$ cat src/rtl/tk_pkg.sv
// Shared widths, limits, FSM encoding and calendar helper for the time_keeper block.
package tk_pkg;
  localparam int HH_W   = 5;
  localparam int MM_W   = 6;
  localparam int SS_W   = 6;
  localparam int PS_W   = 16;
  localparam int HH_MAX = 23;
  localparam int MS_MAX = 59;

  typedef enum logic [1:0] {ST_STOP, ST_RUN, ST_LOAD} tk_state_e;

  // Leap rule is year%4==0, which is exact for 2000..2099.
  function automatic logic [4:0] days_in_month(input logic [3:0] m, input logic [6:0] y);
    case (m)
      4'd2:                      return (y[1:0] == 2'd0) ? 5'd29 : 5'd28;
      4'd4, 4'd6, 4'd9, 4'd11:   return 5'd30;
      default:                   return 5'd31;
    endcase
  endfunction
endpackage

$ cat src/rtl/time_keeper_if.sv
// Load handshake and time outputs of time_keeper; calendar fields exist only with TIME_KEEPER_CALENDAR_EN.
interface time_keeper_if;
  import tk_pkg::*;
  logic            run;
  logic            set_valid;
  logic            set_ready;
  logic [HH_W-1:0] set_hh;
  logic [MM_W-1:0] set_mm;
  logic [SS_W-1:0] set_ss;
  logic [HH_W-1:0] hh;
  logic [MM_W-1:0] mm;
  logic [SS_W-1:0] ss;
  logic            tick_1hz;
  logic            day_roll;
  logic            set_err;
`ifdef TIME_KEEPER_CALENDAR_EN
  logic [4:0] set_day, day;
  logic [3:0] set_month, month;
  logic [6:0] set_year, year;

  modport master (output run, set_valid, set_hh, set_mm, set_ss, set_day, set_month, set_year,
                  input  set_ready, hh, mm, ss, tick_1hz, day_roll, set_err, day, month, year);
  modport slave  (input  run, set_valid, set_hh, set_mm, set_ss, set_day, set_month, set_year,
                  output set_ready, hh, mm, ss, tick_1hz, day_roll, set_err, day, month, year);
`else
  modport master (output run, set_valid, set_hh, set_mm, set_ss,
                  input  set_ready, hh, mm, ss, tick_1hz, day_roll, set_err);
  modport slave  (input  run, set_valid, set_hh, set_mm, set_ss,
                  output set_ready, hh, mm, ss, tick_1hz, day_roll, set_err);
`endif
endinterface

$ cat src/rtl/tk_prescaler.sv
// Sub-second counter 0..TICKS-1; tc_o is the combinational terminal-count pulse.
module tk_prescaler
  import tk_pkg::*;
#(
  parameter int TICKS = 1000
) (
  input  logic clk,
  input  logic rst_n,
  input  logic en_i,
  input  logic clr_i,
  output logic tc_o
);
  logic [PS_W-1:0] cnt_q, cnt_d;

  assign tc_o = en_i && (cnt_q == PS_W'(TICKS - 1));

  always_comb begin
    cnt_d = cnt_q;
    if (clr_i)      cnt_d = '0;
    else if (tc_o)  cnt_d = '0;
    else if (en_i)  cnt_d = cnt_q + PS_W'(1);
  end

  always_ff @(posedge clk or negedge rst_n)
    if (!rst_n) cnt_q <= '0;
    else        cnt_q <= cnt_d;
endmodule

$ cat src/rtl/time_keeper.sv
// Hours/minutes/seconds clock with start/stop gate and validated load handshake.
// Optional date calendar when TIME_KEEPER_CALENDAR_EN is defined.
module time_keeper
  import tk_pkg::*;
#(
  parameter int TICKS_PER_SEC = 1000
) (
  input logic          clk,
  input logic          rst_n,
  time_keeper_if.slave bus
);
  tk_state_e       state_q, state_d;
  logic            ready_q;
  logic [HH_W-1:0] hh_q, hh_d;
  logic [MM_W-1:0] mm_q, mm_d;
  logic [SS_W-1:0] ss_q, ss_d;
  logic            tick_q, roll_q, err_q;
  logic            acc, set_ok, ps_en, tc, ss_wrap, mm_wrap, hh_wrap, roll;

  assign acc     = bus.set_valid && ready_q;
  // The gate follows the registered state, so a run drop still completes the current edge.
  assign ps_en   = (state_q == ST_RUN) && !acc;
  assign ss_wrap = (ss_q == SS_W'(MS_MAX));
  assign mm_wrap = (mm_q == MM_W'(MS_MAX));
  assign hh_wrap = (hh_q == HH_W'(HH_MAX));
  assign roll    = tc && ss_wrap && mm_wrap && hh_wrap;

  tk_prescaler #(.TICKS(TICKS_PER_SEC)) u_ps (
    .clk   (clk),
    .rst_n (rst_n),
    .en_i  (ps_en),
    .clr_i (acc && set_ok),
    .tc_o  (tc)
  );

  always_comb begin
    state_d = state_q;
    case (state_q)
      ST_STOP: state_d = bus.run ? ST_RUN : ST_STOP;
      ST_RUN:  state_d = bus.run ? ST_RUN : ST_STOP;
      ST_LOAD: state_d = bus.run ? ST_RUN : ST_STOP;
      default: state_d = ST_STOP;
    endcase
    if (acc) state_d = ST_LOAD;
  end

  always_comb begin
    hh_d = hh_q;
    mm_d = mm_q;
    ss_d = ss_q;
    if (acc) begin
      if (set_ok) begin
        hh_d = bus.set_hh;
        mm_d = bus.set_mm;
        ss_d = bus.set_ss;
      end
    end else if (tc) begin
      ss_d = ss_wrap ? '0 : ss_q + SS_W'(1);
      if (ss_wrap) mm_d = mm_wrap ? '0 : mm_q + MM_W'(1);
      if (ss_wrap && mm_wrap) hh_d = hh_wrap ? '0 : hh_q + HH_W'(1);
    end
  end

  always_ff @(posedge clk or negedge rst_n)
    if (!rst_n) begin
      state_q <= ST_STOP;
      ready_q <= 1'b0;
      hh_q    <= '0;
      mm_q    <= '0;
      ss_q    <= '0;
      tick_q  <= 1'b0;
      roll_q  <= 1'b0;
      err_q   <= 1'b0;
    end else begin
      state_q <= state_d;
      ready_q <= (state_d != ST_LOAD);
      hh_q    <= hh_d;
      mm_q    <= mm_d;
      ss_q    <= ss_d;
      tick_q  <= tc && !acc;
      roll_q  <= roll && !acc;
      err_q   <= acc && !set_ok;
    end

  assign bus.set_ready = ready_q;
  assign bus.hh        = hh_q;
  assign bus.mm        = mm_q;
  assign bus.ss        = ss_q;
  assign bus.tick_1hz  = tick_q;
  assign bus.day_roll  = roll_q;
  assign bus.set_err   = err_q;

`ifdef TIME_KEEPER_CALENDAR_EN
  logic [4:0] day_q, day_d;
  logic [3:0] mon_q, mon_d;
  logic [6:0] yr_q, yr_d;

  assign set_ok = (bus.set_hh <= HH_W'(HH_MAX)) && (bus.set_mm <= MM_W'(MS_MAX)) &&
                  (bus.set_ss <= SS_W'(MS_MAX)) && (bus.set_month >= 4'd1) &&
                  (bus.set_month <= 4'd12) && (bus.set_day >= 5'd1) &&
                  (bus.set_day <= days_in_month(bus.set_month, bus.set_year)) &&
                  (bus.set_year <= 7'd99);

  always_comb begin
    day_d = day_q;
    mon_d = mon_q;
    yr_d  = yr_q;
    if (acc) begin
      if (set_ok) begin
        day_d = bus.set_day;
        mon_d = bus.set_month;
        yr_d  = bus.set_year;
      end
    end else if (roll) begin
      if (day_q == days_in_month(mon_q, yr_q)) begin
        day_d = 5'd1;
        if (mon_q == 4'd12) begin
          mon_d = 4'd1;
          yr_d  = (yr_q == 7'd99) ? 7'd0 : yr_q + 7'd1;
        end else begin
          mon_d = mon_q + 4'd1;
        end
      end else begin
        day_d = day_q + 5'd1;
      end
    end
  end

  always_ff @(posedge clk or negedge rst_n)
    if (!rst_n) begin
      day_q <= 5'd1;
      mon_q <= 4'd1;
      yr_q  <= 7'd0;
    end else begin
      day_q <= day_d;
      mon_q <= mon_d;
      yr_q  <= yr_d;
    end

  assign bus.day   = day_q;
  assign bus.month = mon_q;
  assign bus.year  = yr_q;
`else
  assign set_ok = (bus.set_hh <= HH_W'(HH_MAX)) && (bus.set_mm <= MM_W'(MS_MAX)) &&
                  (bus.set_ss <= SS_W'(MS_MAX));
`endif
endmodule

$ cat src/flat_wrapper.sv
// flat-port wrapper written by rule: the top's interface ports become plain ports
module time_keeper_flat import tk_pkg::*;
#(
  parameter int TICKS_PER_SEC = 1000
)
  (clk, rst_n, bus_run, bus_set_valid, bus_set_hh, bus_set_mm, bus_set_ss, bus_set_ready, bus_hh, bus_mm, bus_ss, bus_tick_1hz, bus_day_roll, bus_set_err);
  time_keeper_if bus_i ();
  input logic clk;
  input logic rst_n;
  input wire logic [$bits(bus_i.run)-1:0] bus_run;
  input wire logic [$bits(bus_i.set_valid)-1:0] bus_set_valid;
  input wire logic [$bits(bus_i.set_hh)-1:0] bus_set_hh;
  input wire logic [$bits(bus_i.set_mm)-1:0] bus_set_mm;
  input wire logic [$bits(bus_i.set_ss)-1:0] bus_set_ss;
  output wire logic [$bits(bus_i.set_ready)-1:0] bus_set_ready;
  output wire logic [$bits(bus_i.hh)-1:0] bus_hh;
  output wire logic [$bits(bus_i.mm)-1:0] bus_mm;
  output wire logic [$bits(bus_i.ss)-1:0] bus_ss;
  output wire logic [$bits(bus_i.tick_1hz)-1:0] bus_tick_1hz;
  output wire logic [$bits(bus_i.day_roll)-1:0] bus_day_roll;
  output wire logic [$bits(bus_i.set_err)-1:0] bus_set_err;
  assign bus_i.run = bus_run;
  assign bus_i.set_valid = bus_set_valid;
  assign bus_i.set_hh = bus_set_hh;
  assign bus_i.set_mm = bus_set_mm;
  assign bus_i.set_ss = bus_set_ss;
  assign bus_set_ready = bus_i.set_ready;
  assign bus_hh = bus_i.hh;
  assign bus_mm = bus_i.mm;
  assign bus_ss = bus_i.ss;
  assign bus_tick_1hz = bus_i.tick_1hz;
  assign bus_day_roll = bus_i.day_roll;
  assign bus_set_err = bus_i.set_err;
  time_keeper #(.TICKS_PER_SEC(TICKS_PER_SEC)) u_core (.clk(clk), .rst_n(rst_n), .bus(bus_i));
endmodule
$ cat config.mk
export PLATFORM = sky130hd
export DESIGN_NAME = time_keeper_flat
export DESIGN_NICKNAME = d
export VERILOG_FILES = /design/src/rtl/tk_pkg.sv /design/src/rtl/time_keeper_if.sv /design/src/rtl/tk_prescaler.sv /design/src/rtl/time_keeper.sv /design/src/flat_wrapper.sv
export SDC_FILE = /design/constraint.sdc
export NUM_CORES = 1
export LEC_CHECK = 0
export CAP_MARGIN = 40
export CORE_AREA = 2 2 74 76
export DETAILED_ROUTE_END_ITERATION = 7
export DIE_AREA = 0 0 76 78
export GPL_TIMING_DRIVEN = 0
export PLACE_DENSITY_LB_ADDON = 0.2
export SLEW_MARGIN = 10
export SYNTH_ARGS = -nofsm -noshare
export SYNTH_HDL_FRONTEND = slang
export SYNTH_SLANG_ARGS = --single-unit
$ cat constraint.sdc
create_clock -name clk -period 1.9 [get_ports clk]
set_clock_uncertainty 0.05 [all_clocks]
set_input_delay 0.38 -clock clk [delete_from_list [all_inputs] [get_ports clk]]
set_output_delay 0.38 -clock clk [all_outputs]
set_load 0.01 [all_outputs]
==> Word level (Yosys, flattened, before mapping) <==
Index checks and enable logic that the tools add are counted.
{ "totals": {"reg_bits": 39, "latch_bits": 0, "ram_bits": 0, "romBits": 0, "inputBits": 21, "out_inout_bits": 21, "word_cells": 68, "mem_count": 0} }
{ "op_classes": {"n_addsub": 4, "n_mul": 0, "div_mod_pow": 0, "magnitude_cmp": 3, "eq_ne": 8, "n_shift": 0, "muxes": 20, "n_bitwise": 0, "n_reduce_logical": 24} }
{ "op_table": {"columns": ["operator", "count"], "rows": [
  ["$mux W6", 9],
  ["$mux W16", 3],
  ["$mux W5", 5],
  ["$add A16 B1 Y16 const B", 1],
  ["$eq A16 B10 Y1 const B", 1],
  ["$logic_and A1 B1 Y1", 13],
  ["$add A6 B1 Y6 const B", 2],
  ["$eq A6 B6 Y1 const B", 2],
  ["$le A6 B6 Y1 const B", 2],
  ["$reduce_and A3 Y1", 2],
  ["$reduce_bool A2 Y1", 3],
  ["$add A5 B1 Y5 const B", 1],
  ["$eq A5 B5 Y1 const B", 1],
  ["$le A5 B5 Y1 const B", 1],
  ["$mux W2", 2],
  ["$ne A2 B2 Y1 const B", 2],
  ["$reduce_bool A3 Y1", 1],
  ["$reduce_or A3 Y1", 1],
  ["$eq A2 B1 Y1 const B", 1],
  ["$eq A2 B2 Y1 const B", 1],
  ["$logic_not A1 Y1", 2],
  ["$logic_not A2 Y1", 1],
  ["$reduce_and A2 Y1", 1],
  ["$mux W1", 1]
]} }

==> Logic depth before layout (Yosys ltp) <==
Gate-level depths: netlist (run 1).
{ "depth": {"word_depth": 8, "mapped_depth": 7, "mapped_depth_nobuf": 5} }

==> Hierarchy <==
Synthesis (run 1) repeated with hierarchy kept, for this count alone.
{ "hier_totals": {"hier_cells": 250, "area_unflattened_um2": 2258.4} }
{ "modules_own_cells": {"columns": ["module", "instances", "cells_per_inst", "area_each_um2"], "rows": [
  ["time_keeper", 1, 140, 1312.5],
  ["tk_prescaler", 1, 110, 945.9]
]} }

==> Worst setup path before layout (run 1) <==
OpenSTA, ideal clock, no wires.
{ "synth_timing": {"path_type": "register to register", "start": "reg u_core.ss_q[0], in the netlist u_core.bus.ss[0]", "end": "reg u_core.hh_q[0], in the netlist u_core.bus.hh[0]", "setup_ns": 0.125, "arrival_ns": 1.833, "path_slack_ns": -0.108, "stages_incl_launch_ff": 6, "path_cell_list": "dfrtp_1 > ha_1 > nand2_1 > or2_2 > o41a_4 > mux2_4"} }
{ "synth_between": {"elab_chain_len": 4} }
{ "synth_rtl": {"columns": ["item", "line_no", "text"], "rows": [
  ["start: declaration", "time_keeper.sv:16", "logic [SS_W-1:0] ss_q, ss_d;"],
  ["start signal: assignment", "time_keeper.sv:79", "ss_q <= ss_d;"],
  ["$eq A6 B6 Y1", "time_keeper.sv:23", "assign ss_wrap = (ss_q == SS_W'(MS_MAX));"],
  ["$logic_and A1 B1 Y1", "time_keeper.sv:60", "if (ss_wrap && mm_wrap) hh_d = hh_wrap ? '0 : hh_q + HH_W'(1);"],
  ["$reduce_bool A2 Y1 (no source line)", null, null],
  ["$reduce_and A3 Y1 (no source line)", null, null],
  ["end signal: assignment", "time_keeper.sv:77", "hh_q <= hh_d;"],
  ["end: declaration", "time_keeper.sv:14", "logic [HH_W-1:0] hh_q, hh_d;"]
]} }
No other way between the ends.
A chain may end at the register's enable or synchronous reset.

==> Worst setup path in the final report (run 1) <==
{ "layout_timing": {"start": "reg u_core.ss_q[0], in the netlist u_core.bus.ss[0]", "end": "reg u_core.hh_q[4], in the netlist u_core.bus.hh[4]"} }
Same word-level chain as after synthesis.

==> results of run 1 <==
-- Yosys cell counts (3+ instances only) --
library cell | n | share of area (%)
dfrtp_1 | 39 | 41
nand2_1 | 36 | 5.7
nand3_1 | 17 | 3.6
o21ai_0 | 13 | 2.8
mux2_2 | 10 | 4.8
nor2_1 | 10 | 1.6
a31oi_1 | 9 | 2.4
o31ai_1 | 8 | 2.5
nand4_1 | 7 | 1.9
o211ai_1 | 7 | 2.2
clkbuf_1 | 5 | 0.79
mux2_4 | 5 | 3.2
mux2i_1 | 5 | 2.1
nand3b_1 | 5 | 1.6
a21oi_1 | 4 | 0.85
ha_1 | 4 | 2.1
nand4b_1 | 4 | 1.5
xnor2_1 | 4 | 1.5
a211oi_1 | 3 | 0.95
buf_1 | 3 | 0.48
inv_1 | 3 | 0.48
nand2b_1 | 3 | 0.79
nor4_1 | 3 | 0.79
or4b_2 | 3 | 1.3
-- per-layer routing --
metal / wire length [um] / vias to the layer above / track usage (%)
met2: 3260 / 68 / 38.3
met1: 2720 / 1110 / 26.3
met4: 73 / 0 / 6.91
met5: 0 / - / 0
li1: - / 1081 / -
met3: 299 / 8 / 3.72
-- cell families after synthesis --
kind of cell,count (synthesis),synth area share [%]
simple gates,103,25.1
compound gates,56,16.9
flops,39,41.3
mux,20,10.1
buf+inv,14,2.33
xor+xnor,6,2.22
fa+ha+maj,4,2.12
-- cell type report --
cell class	count	area [um2]	share of cell area [%]
Inverter	4	20.0	0.591
Multi-Input combinational cell	189	1450	42.7
Timing Repair Buffer	72	676	19.9
Sequential cell	39	978	28.9
Tap cell	70	87.6	2.59
Buffer	10	60.1	1.77
Clock inverter	2	35.0	1.03
Clock buffer	6	82.6	2.44
-- sequential cells by signal (all words and copies together) (netlist names) --
signal and flops:
u_core.bus.day_roll 1, u_core.bus.tick_1hz 1, u_core.bus.mm 6, u_core.bus.set_ready 1, u_core.state_q 2, u_core.bus.ss 6
u_core.bus.hh 5, u_core.u_ps.cnt_q 16, u_core.bus.set_err 1
-- power groups by stage --
stage / logic, mW / registers [mW] / clock network [mW]
after floorplan: 0.620 / 1.35 / 0
after global placement: 1.20 / 1.32 / 0
after detailed placement: 1.22 / 1.31 / 0
after CTS: 1.38 / 1.28 / 0.737
after global routing: 1.64 / 1.32 / 0.785
final: 1.50 / 1.29 / 0.732
-- worst register-to-register path: stages (launching register included) --
cell and delay (ns):
dfrtp_1 0.37, ha_2 0.21, nand2_1 0.09, or2_4 0.28, o41a_4 0.53, mux2_4 0.31
-- worst max path at each step --
stage	depth (start not counted)	endpoint	slack [ns]	from
finish	5	u_core.bus.hh[4]	-0.05	u_core.bus.ss[0]
global route	5	u_core.bus.hh[4]	-0.11	u_core.bus.mm[0]
CTS	5	u_core.bus.hh[4]	-0.08	u_core.bus.mm[0]
detailed placement	6	u_core.u_ps.cnt_q[4]	-0.72	bus_set_valid
global placement	6	u_core.u_ps.cnt_q[3]	-0.69	bus_set_valid
floorplan	5	u_core.bus.hh[0]	-0.10	u_core.u_ps.cnt_q[0]
-- stage by stage --
| step | util, % | TNS, ns |
|---|---|---|
| after floorplan | - | -0.523 |
| after global placement | 56.8 | -44.59 |
| after detailed placement | 57.1 | -20.07 |
| after CTS | 63.3 | -0.383 |
| after global routing | 67.2 | -0.919 |
| final | 67.2 | -0.266 |
-- repair_timing --
item	4_1_cts	5_1_grt
endpoints found under the setup margin	34	32
hold buffers	1	0
setup buffers	17	12
hold endpoints to repair	12	0
pin swaps	10	5
resized for setup	25	29
==> impl_metrics.env, run 1 <==
export IMPL_status="complete, but fails checks"
export IMPL_violations="negative setup slack"
export IMPL_cts_made_buffers=5
export IMPL_max_freq_mhz=512
export IMPL_wl_mm=6.35
export IMPL_ys_seq_area_share_pct=41.3
export IMPL_crit_type="register to register"
export IMPL_h_tree_depth=2
export IMPL_cts_tree="yes"
export IMPL_final_period_utilization_pct=103
export IMPL_layout_min_cycle_time_ns=1.95
export IMPL_grt_max_degree=28
export IMPL_fin_total_pwr_mw=3.52
export IMPL_p_int_mw=2.36
export IMPL_power_frac_comb_pct=42.6
export IMPL_placed_cell_area_um2=2880
export IMPL_nets=346
export IMPL_synth_warnings=0
export IMPL_nFillCells=392
export IMPL_async_flop_share_pct=100
export IMPL_ys_types=52
export IMPL_tightest_slew_ns=0.511
export IMPL_r2r_slack_ns=-0.05
export IMPL_hpwl_mm=4.20
export IMPL_pin_count=42
export IMPL_critical_path_slowest_cell="o41a_4"
export IMPL_rows=26
export IMPL_syn2layout_area_growth_pct=43.3
export IMPL_final_area_um2=3390
export IMPL_layout_common_cells="dfrtp_1, nand2_1, clkdlybuf4s50_1"
export IMPL_gp_congestion=0.843
export IMPL_swShare_pct=32.9
export IMPL_cp_end_kind="register"
export IMPL_insertion_delay_ns=0.30
export IMPL_vias_per_cell=5.78
export IMPL_min_delay_path_class="input port to register"
export IMPL_synth_seq_cells=39
export IMPL_synth_area_um2=2360
export IMPL_ys_flop_type="dfrtp_1"
export IMPL_wl_per_cell_um=16.2
export IMPL_path_cells="ha_2 > nand2_1 > or2_4 > o41a_4 > mux2_4"
export IMPL_grt_ovfl_total=0
export IMPL_cp_max_fo=5
export IMPL_fp_dieArea_um2=5930
export IMPL_dpl_worst_slack_ns=-0.717
export IMPL_grt_pass1_vias=2155
export IMPL_hp_start="bus_set_hh[3]"
export IMPL_synth_edf_count=0
export IMPL_clockBufferDepth=2
export IMPL_antenna_left=0
export IMPL_leakagePower_nw=1.43
export IMPL_die_w_um=76
export IMPL_worstHoldEndpoint="u_core.bus.set_err"
export IMPL_setup_slack_ns=-0.0522
export IMPL_clock_sinks=39
export IMPL_root_buffer="clkbuf_8"
export IMPL_core_area_um2=5040
export IMPL_dr_pass1_iters=4
export IMPL_grt_pass1_wl_mm=10.3
export IMPL_startpoint_type="register"
export IMPL_seq_power_share_pct=36.5
export IMPL_path_delay_family="compound AO/OA/AOI/OAI gates"
export IMPL_p_sw_mw=1.16
export IMPL_syn_inst=242
export IMPL_final_max_slew_viol_count=0
export IMPL_crit_arrival_ns=2.09
export IMPL_grt_usage_pct=21.4
export IMPL_place_inst=354
export IMPL_grt_setup_unrepaired="true"
export IMPL_hold_violations=0
export IMPL_relSlewSlack_pct=65.9
export IMPL_clk_pin_slew_ns=0.08
export IMPL_syn_nets=267
export IMPL_diodes=0
export IMPL_r2r_end="u_core.bus.hh[4]"
export IMPL_start_util_pct=46.9
export IMPL_cp_num_buf_inv=0
export IMPL_fin_cells=392
export IMPL_synth_area_per_cell_um2=9.77
export IMPL_r2r_cells=5
export IMPL_fp_dieH_um=78
export IMPL_holdWs_ns=0.360
export IMPL_clkPwrFrac_pct=20.8
export IMPL_io_buffers=41
export IMPL_setup_viol=7
export IMPL_power_density_nw_per_um2=1040
export IMPL_final_common_cell="dfrtp_1"
export IMPL_holdPathStages=3
export IMPL_rr_startpoint="u_core.bus.ss[0]"
export IMPL_drive_above_1_share_pct=28.3
export IMPL_drt_iter0_drc=144
export IMPL_antenna_found_initial=0
export IMPL_drcViolationCount=0
export IMPL_required_ns=2.04
export IMPL_drv_cap=0
export IMPL_critPathMaxStageDelay_ns=0.53
export IMPL_num_vias=2267
export IMPL_ir_worst_vdd_uv=709
(Power assumes the default switching activity.)
==> run 2, diff against run 1 <==
--- a/config.mk
+++ b/config.mk
@@ -6,12 +6,12 @@
 export NUM_CORES = 1
 export LEC_CHECK = 0
 export CAP_MARGIN = 40
-export CORE_AREA = 2 2 74 76
+export CORE_AREA = 5 5 71 73
 export DETAILED_ROUTE_END_ITERATION = 7
 export DIE_AREA = 0 0 76 78
+export DONT_BUFFER_PORTS = 1
 export GPL_TIMING_DRIVEN = 0
 export PLACE_DENSITY_LB_ADDON = 0.2
-export SLEW_MARGIN = 10
 export SYNTH_ARGS = -nofsm -noshare
 export SYNTH_HDL_FRONTEND = slang
 export SYNTH_SLANG_ARGS = --single-unit
==> run 2 against run 1 <==
Effect of this change:
- the run still ends with negative setup slack left
- first-iteration DRC count shrank 36%
- worst setup slack lost 0.038 ns
- sequential power grew 12%
- largest power group is now sequential cells
- critical path type unchanged
- routed wire length shrank 8.2%
- core utilization grew 1.2 points
- sequential share of layout area grew 4.6 points
==> impl_metrics.env, run 2 (same netlist as run 1, synthesis figures left out) <==
export IMPL_status="complete, but fails checks"
export IMPL_violations="negative setup slack"
export IMPL_layout_min_cycle_time_ns=1.99
export IMPL_wl_mm=5.83
export IMPL_dr_pass1_iters=4
export IMPL_hpwl_mm=3.79
export IMPL_grt_setup_unrepaired="true"
export IMPL_core_area_um2=4290
export IMPL_drive_above_1_share_pct=31.0
export IMPL_grt_pass1_wl_mm=9.83
export IMPL_crit_type="register to register"
export IMPL_min_delay_path_class="input port to register"
export IMPL_ir_worst_vdd_uv=954
export IMPL_max_freq_mhz=502
export IMPL_clock_sinks=39
export IMPL_nets=295
export IMPL_setup_slack_ns=-0.0903
export IMPL_grt_usage_pct=20.0
export IMPL_h_tree_depth=2
export IMPL_power_density_nw_per_um2=1060
export IMPL_startpoint_type="register"
export IMPL_clk_pin_slew_ns=0.08
export IMPL_diodes=0
export IMPL_syn2layout_area_growth_pct=24.3
export IMPL_holdWs_ns=0.184
export IMPL_nFillCells=338
export IMPL_die_w_um=76
export IMPL_drcViolationCount=0
export IMPL_final_common_cell="nand2_1"
export IMPL_fp_dieArea_um2=5930
export IMPL_drv_cap=0
export IMPL_final_max_slew_viol_count=0
export IMPL_cp_end_kind="register"
export IMPL_fp_dieH_um=78
export IMPL_crit_arrival_ns=2.12
export IMPL_grt_pass1_vias=2048
export IMPL_multi_input_area_um2=1500
export IMPL_insertion_delay_ns=0.30
export IMPL_setup_viol=7
export IMPL_tightest_slew_ns=0.433
export IMPL_pin_count=42
export IMPL_start_util_pct=55.0
export IMPL_rows=24
export IMPL_grt_max_degree=40
export IMPL_final_area_um2=2940
export IMPL_regArea_um2=985
export IMPL_required_ns=2.03
export IMPL_grt_ovfl_total=0
export IMPL_leakagePower_nw=1.19
export IMPL_layout_common_cells="nand2_1, dfrtp_1, nand3_1, buf_4"
export IMPL_final_period_utilization_pct=105
export IMPL_final_util_pct=68.4
export IMPL_clockBufferDepth=2
export IMPL_wl_per_cell_um=18.0
export IMPL_drt_iter0_drc=92
export IMPL_largest_reg_flops=16
export IMPL_antenna_left=0
export IMPL_hold_violations=0
export IMPL_cp_max_fo=5
export IMPL_antenna_found_initial=0
export IMPL_cts_tree="yes"
export IMPL_fin_total_pwr_mw=3.12
export IMPL_gp_congestion=0.791
export IMPL_placed_cell_area_um2=2430
export IMPL_io_buffers=0
export IMPL_root_buffer="clkbuf_8"
export IMPL_cts_made_buffers=5
export IMPL_vias_per_cell=6.43
export IMPL_relSlewSlack_pct=71.2
export IMPL_regMostFlops="u_core.u_ps.cnt_q"
export IMPL_num_vias=2078
-- run 2: cell types whose count changed in the layout (fill, tap and decap cells not counted), sizes merged --
cell,change
buf,-11
dlymetal6s2s,-2
clkdlybuf4s50,-29
clkinv,+1
dlygate4sd2,-9
inv,-1
-- run 2: timing repair --
| item | in CTS | in global routing |
|---|---|---|
| pin swaps | 6 | 8 |
| buffers inserted | 10 | 9 |
| hold endpoints to repair | 39 | 0 |
| setup endpoints to repair | 34 | 33 |
| hold buffers | 2 | 0 |
| resized for setup | 24 | 37 |
| gates cloned | 0 | 0 |
-- run 2: layer usage --
layer / GRT usage [%] / up-vias / wire length [um]
li1: - / 977 / -
met1: 25.1 / 1024 / 2390
met2: 32.5 / 64 / 2940
met3: 6.02 / 13 / 389
met4: 7.65 / 0 / 114
met5: 0 / - / 0
-- run 2: power breakdown --
part	leakage, nW	switching (mW)	total [mW]	internal [mW]
combinational	0.633	0.381	0.942	0.561
clock	0.0612	0.301	0.726	0.425
sequential	0.491	0.419	1.45	1.03
total	1.19	1.10	3.12	2.02
-- run 2: through the flow --
| stage | TNS, ns | setup WS, ns | instances |
|---|---|---|---|
| global route | -1.25 | -0.153 | 323 |
| floorplan | -0.523 | -0.105 | 242 |
| finish | -0.456 | -0.0903 | 323 |
| CTS | -0.565 | -0.119 | 314 |
| global placement | -5.88 | -0.291 | 294 |
| detailed placement | -6.10 | -0.276 | 294 |
-- run 2: final timing paths --
path	start	to	slack [ns]	cells past startpoint
min in group asynchronous	rst_n	u_core.u_ps.cnt_q[10]	0.49	2
worst max-delay path	u_core.bus.ss[0]	u_core.bus.hh[4]	-0.09	5
worst min register to register	u_core.u_ps.cnt_q[13]	u_core.u_ps.cnt_q[13]	0.50	1
worst min-delay path	bus_run	u_core.state_q[0]	0.18	1
worst max register to register	u_core.bus.ss[0]	u_core.bus.hh[4]	-0.09	5
max in group asynchronous	rst_n	u_core.bus.ss[2]	1.09	2
-- run 2: critical path: stages (launching register included) --
cell     delay [ns]
dfrtp_2        0.45
ha_4           0.17
nand2_1        0.08
or2_4          0.28
o41a_4         0.53
mux2_4         0.31
-- run 2: final cells by class --
| type | instances | area share, % |
|---|---|---|
| multi-input cells | 189 | 50.9 |
| flip-flops and latches | 39 | 33.5 |
| inverters | 4 | 0.681 |
| well taps | 52 | 2.21 |
| clock buffers | 6 | 2.81 |
| plain buffers | 10 | 2.13 |
| clock inverters | 2 | 1.19 |
| repair buffers | 21 | 6.56 |
==> edit: new RTL, settings of run 2 <==
Change the package constant `MM_W` from 6 to 12.
--- a/src/rtl/tk_pkg.sv
+++ b/src/rtl/tk_pkg.sv
@@ -1,7 +1,7 @@
 // Shared widths, limits, FSM encoding and calendar helper for the time_keeper block.
 package tk_pkg;
   localparam int HH_W   = 5;
-  localparam int MM_W   = 6;
+  localparam int MM_W   = 12;
   localparam int SS_W   = 6;
   localparam int PS_W   = 16;
   localparam int HH_MAX = 23;
Ports: changed (resized bus_mm and bus_set_mm); port bits go from 42 to 54. No check against the original RTL was run, so the function may have changed too.
==> edit against run 2 <==
  * Die area unchanged
  * Worst hold slack improved by 2.3 ps
  * Sequential cell count increased by 6
  * Worst setup slack got worse by 190 ps
  * Cell area increased by 14%
  * Global-route usage increased by 5.6 points
  * Wire length increased by 38%
  * Cell count increased by 19%
  * Area after synthesis increased by 12%
  * The run still ends with setup timing left
Power is not compared: it rests on default switching activity, and its combinational part moved more than twofold at a synthesized area within 25%.
==> edit: results <==
metrics = {
    "setup_path": {
        "critPathArrivalTime_ps": 2330,
        "cp_slowest_cell": "or4b_4",
        "critPathTopFamily": "simple AND/OR/NAND/NOR gates",
        "cp_max_fo": 7,
        "max_stage_delay_ps": 510,
    },
    "placement": {
        "gp_congestion": 0.911,
        "place_area_um2": 2810,
        "dp.cells": 352,
        "dp_slack_ps": -475,
    },
    "floorplanning": {
        "start_util_pct": 61.8,
    },
    "global_routing": {
        "track_usage_pct": 25.7,
        "grt_max_degree": 46,
        "grt_pass1_vias": 2593,
        "grt_pass1_wl_mm": 12.6,
    },
    "detailed_routing": {
        "drtIter0Drc": 250,
        "dr.pass1.iters": 5,
        "routedWlPerCell_um": 21.0,
        "met1_length_mm": 3.12,
        "wl_met3_um": 796,
        "avgViaCountPerCell": 7.08,
    },
    "clock_network": {
        "clkTransAtPathRegs_ps": 100,
    },
    "sta": {
        "fin_tns_setup_ps": -6840,
        "worst_slack_ps": -280,
        "finalSetupViolCount": 40,
        "slew_headroom_pct": 55.4,
    },
    "yosys": {
        "netlist_top_cells_count": "45 x dfrtp_1, 32 x nand2_1, 28 x a21oi_1",
        "synthTopCellsByArea": "dfrtp_1 42%, a21oi_1 5.3%, o21ai_0 4.7%, nand2_1 4.5%, nand3_1 2.8%",
        "seq_area_frac_synth_pct": 42.5,
        "synth_nets": 331,
        "synth_cell_type_count": 54,
    },
    "cells_and_area": {
        "layout.nets": 361,
        "drive_gt1_share_pct": 29.6,
        "final_cells": 383,
        "fillers": 286,
    },
    "run_status": {
        "violations": "setup timing",
        "status": "complete, but fails checks",
    },
}
==> edit: cell types whose count changed in the layout (fill, tap and decap cells not counted), moves of 6 or more <==
cell | run 2 | this run
a21oi_1 | 4 | 20
o211ai_1 | 7 | 1
mux2_4 | 13 | 2
inv_1 | 3 | 9
a21oi_2 | 0 | 7
nor3_1 | 1 | 9
nor2_1 | 8 | 15
o21ai_1 | 0 | 14
==> edit: cells by family after synthesis <==
logic type	count (synthesis)	share of synthesized area (%)
AOI/OAI and AO/OA	97	23.4
adders and majority gates	4	1.89
DFF	45	42.5
xor gates and xnor gates	2	0.660
muxes	3	1.56
and+or+nand+nor	126	26.4
buffers and inverters	23	3.63
==> edit: power groups by stage <==
| stage | registers, uW | clock network [uW] | logic (uW) |
|---|---|---|---|
| floorplan | 1100 | 0 | 184 |
| global placement | 1110 | 0 | 221 |
| detailed placement | 1120 | 0 | 232 |
| CTS | 1110 | 747 | 343 |
| global route | 1130 | 798 | 414 |
| finish | 1120 | 747 | 375 |
==> edit: path summary, 6_finish.rpt <==
check                                     startpoint              endpoint  slack [ps]  cells past startpoint
worst max-delay path            u_core.u_ps.cnt_q[5]      u_core.bus.hh[0]        -280                      5
worst min-delay path                         bus_run     u_core.state_q[0]         190                      1
worst max register to register  u_core.u_ps.cnt_q[5]      u_core.bus.hh[0]        -280                      5
worst min register to register  u_core.u_ps.cnt_q[9]  u_core.u_ps.cnt_q[9]         460                      1
max in group asynchronous                      rst_n      u_core.bus.ss[1]        1040                      2
min in group asynchronous                      rst_n    u_core.bus.set_err         530                      2
==> edit: cell type report <==
| cell class | count | share of cell area, % |
|---|---|---|
| Timing Repair Buffer | 22 | 6.17 |
| Inverter | 10 | 1.12 |
| Clock inverter | 3 | 1.38 |
| Multi-Input combinational cell | 233 | 50.8 |
| Sequential cell | 45 | 34.0 |
| Clock buffer | 5 | 2.06 |
| Buffer | 13 | 2.54 |
| Tap cell | 52 | 1.94 |
==> edit: worst register-to-register path, cell delays in order, from the launching register on <==
cell,delay [ps]
dfrtp_2,480
or4b_4,510
nor4_4,250
nand3_2,140
o31a_1,340
mux2_4,320
==> edit: metal layers <==
layer / GRT usage (%) / vias to the layer above
met5: 0 / -
met4: 7.47 / 0
met3: 6.60 / 16
met2: 42.6 / 162
met1: 33.1 / 1327
li1: - / 1208
==> edit: repair_timing <==
| item | in CTS | in global routing |
|---|---|---|
| pin swaps | 11 | 15 |
| gates cloned | 0 | 1 |
| hold buffers | 2 | 0 |
| buffers inserted | 15 | 5 |
| endpoints found under the hold margin | 45 | 0 |
| endpoints found under the setup margin | 34 | 40 |
| resized for setup | 33 | 30 |
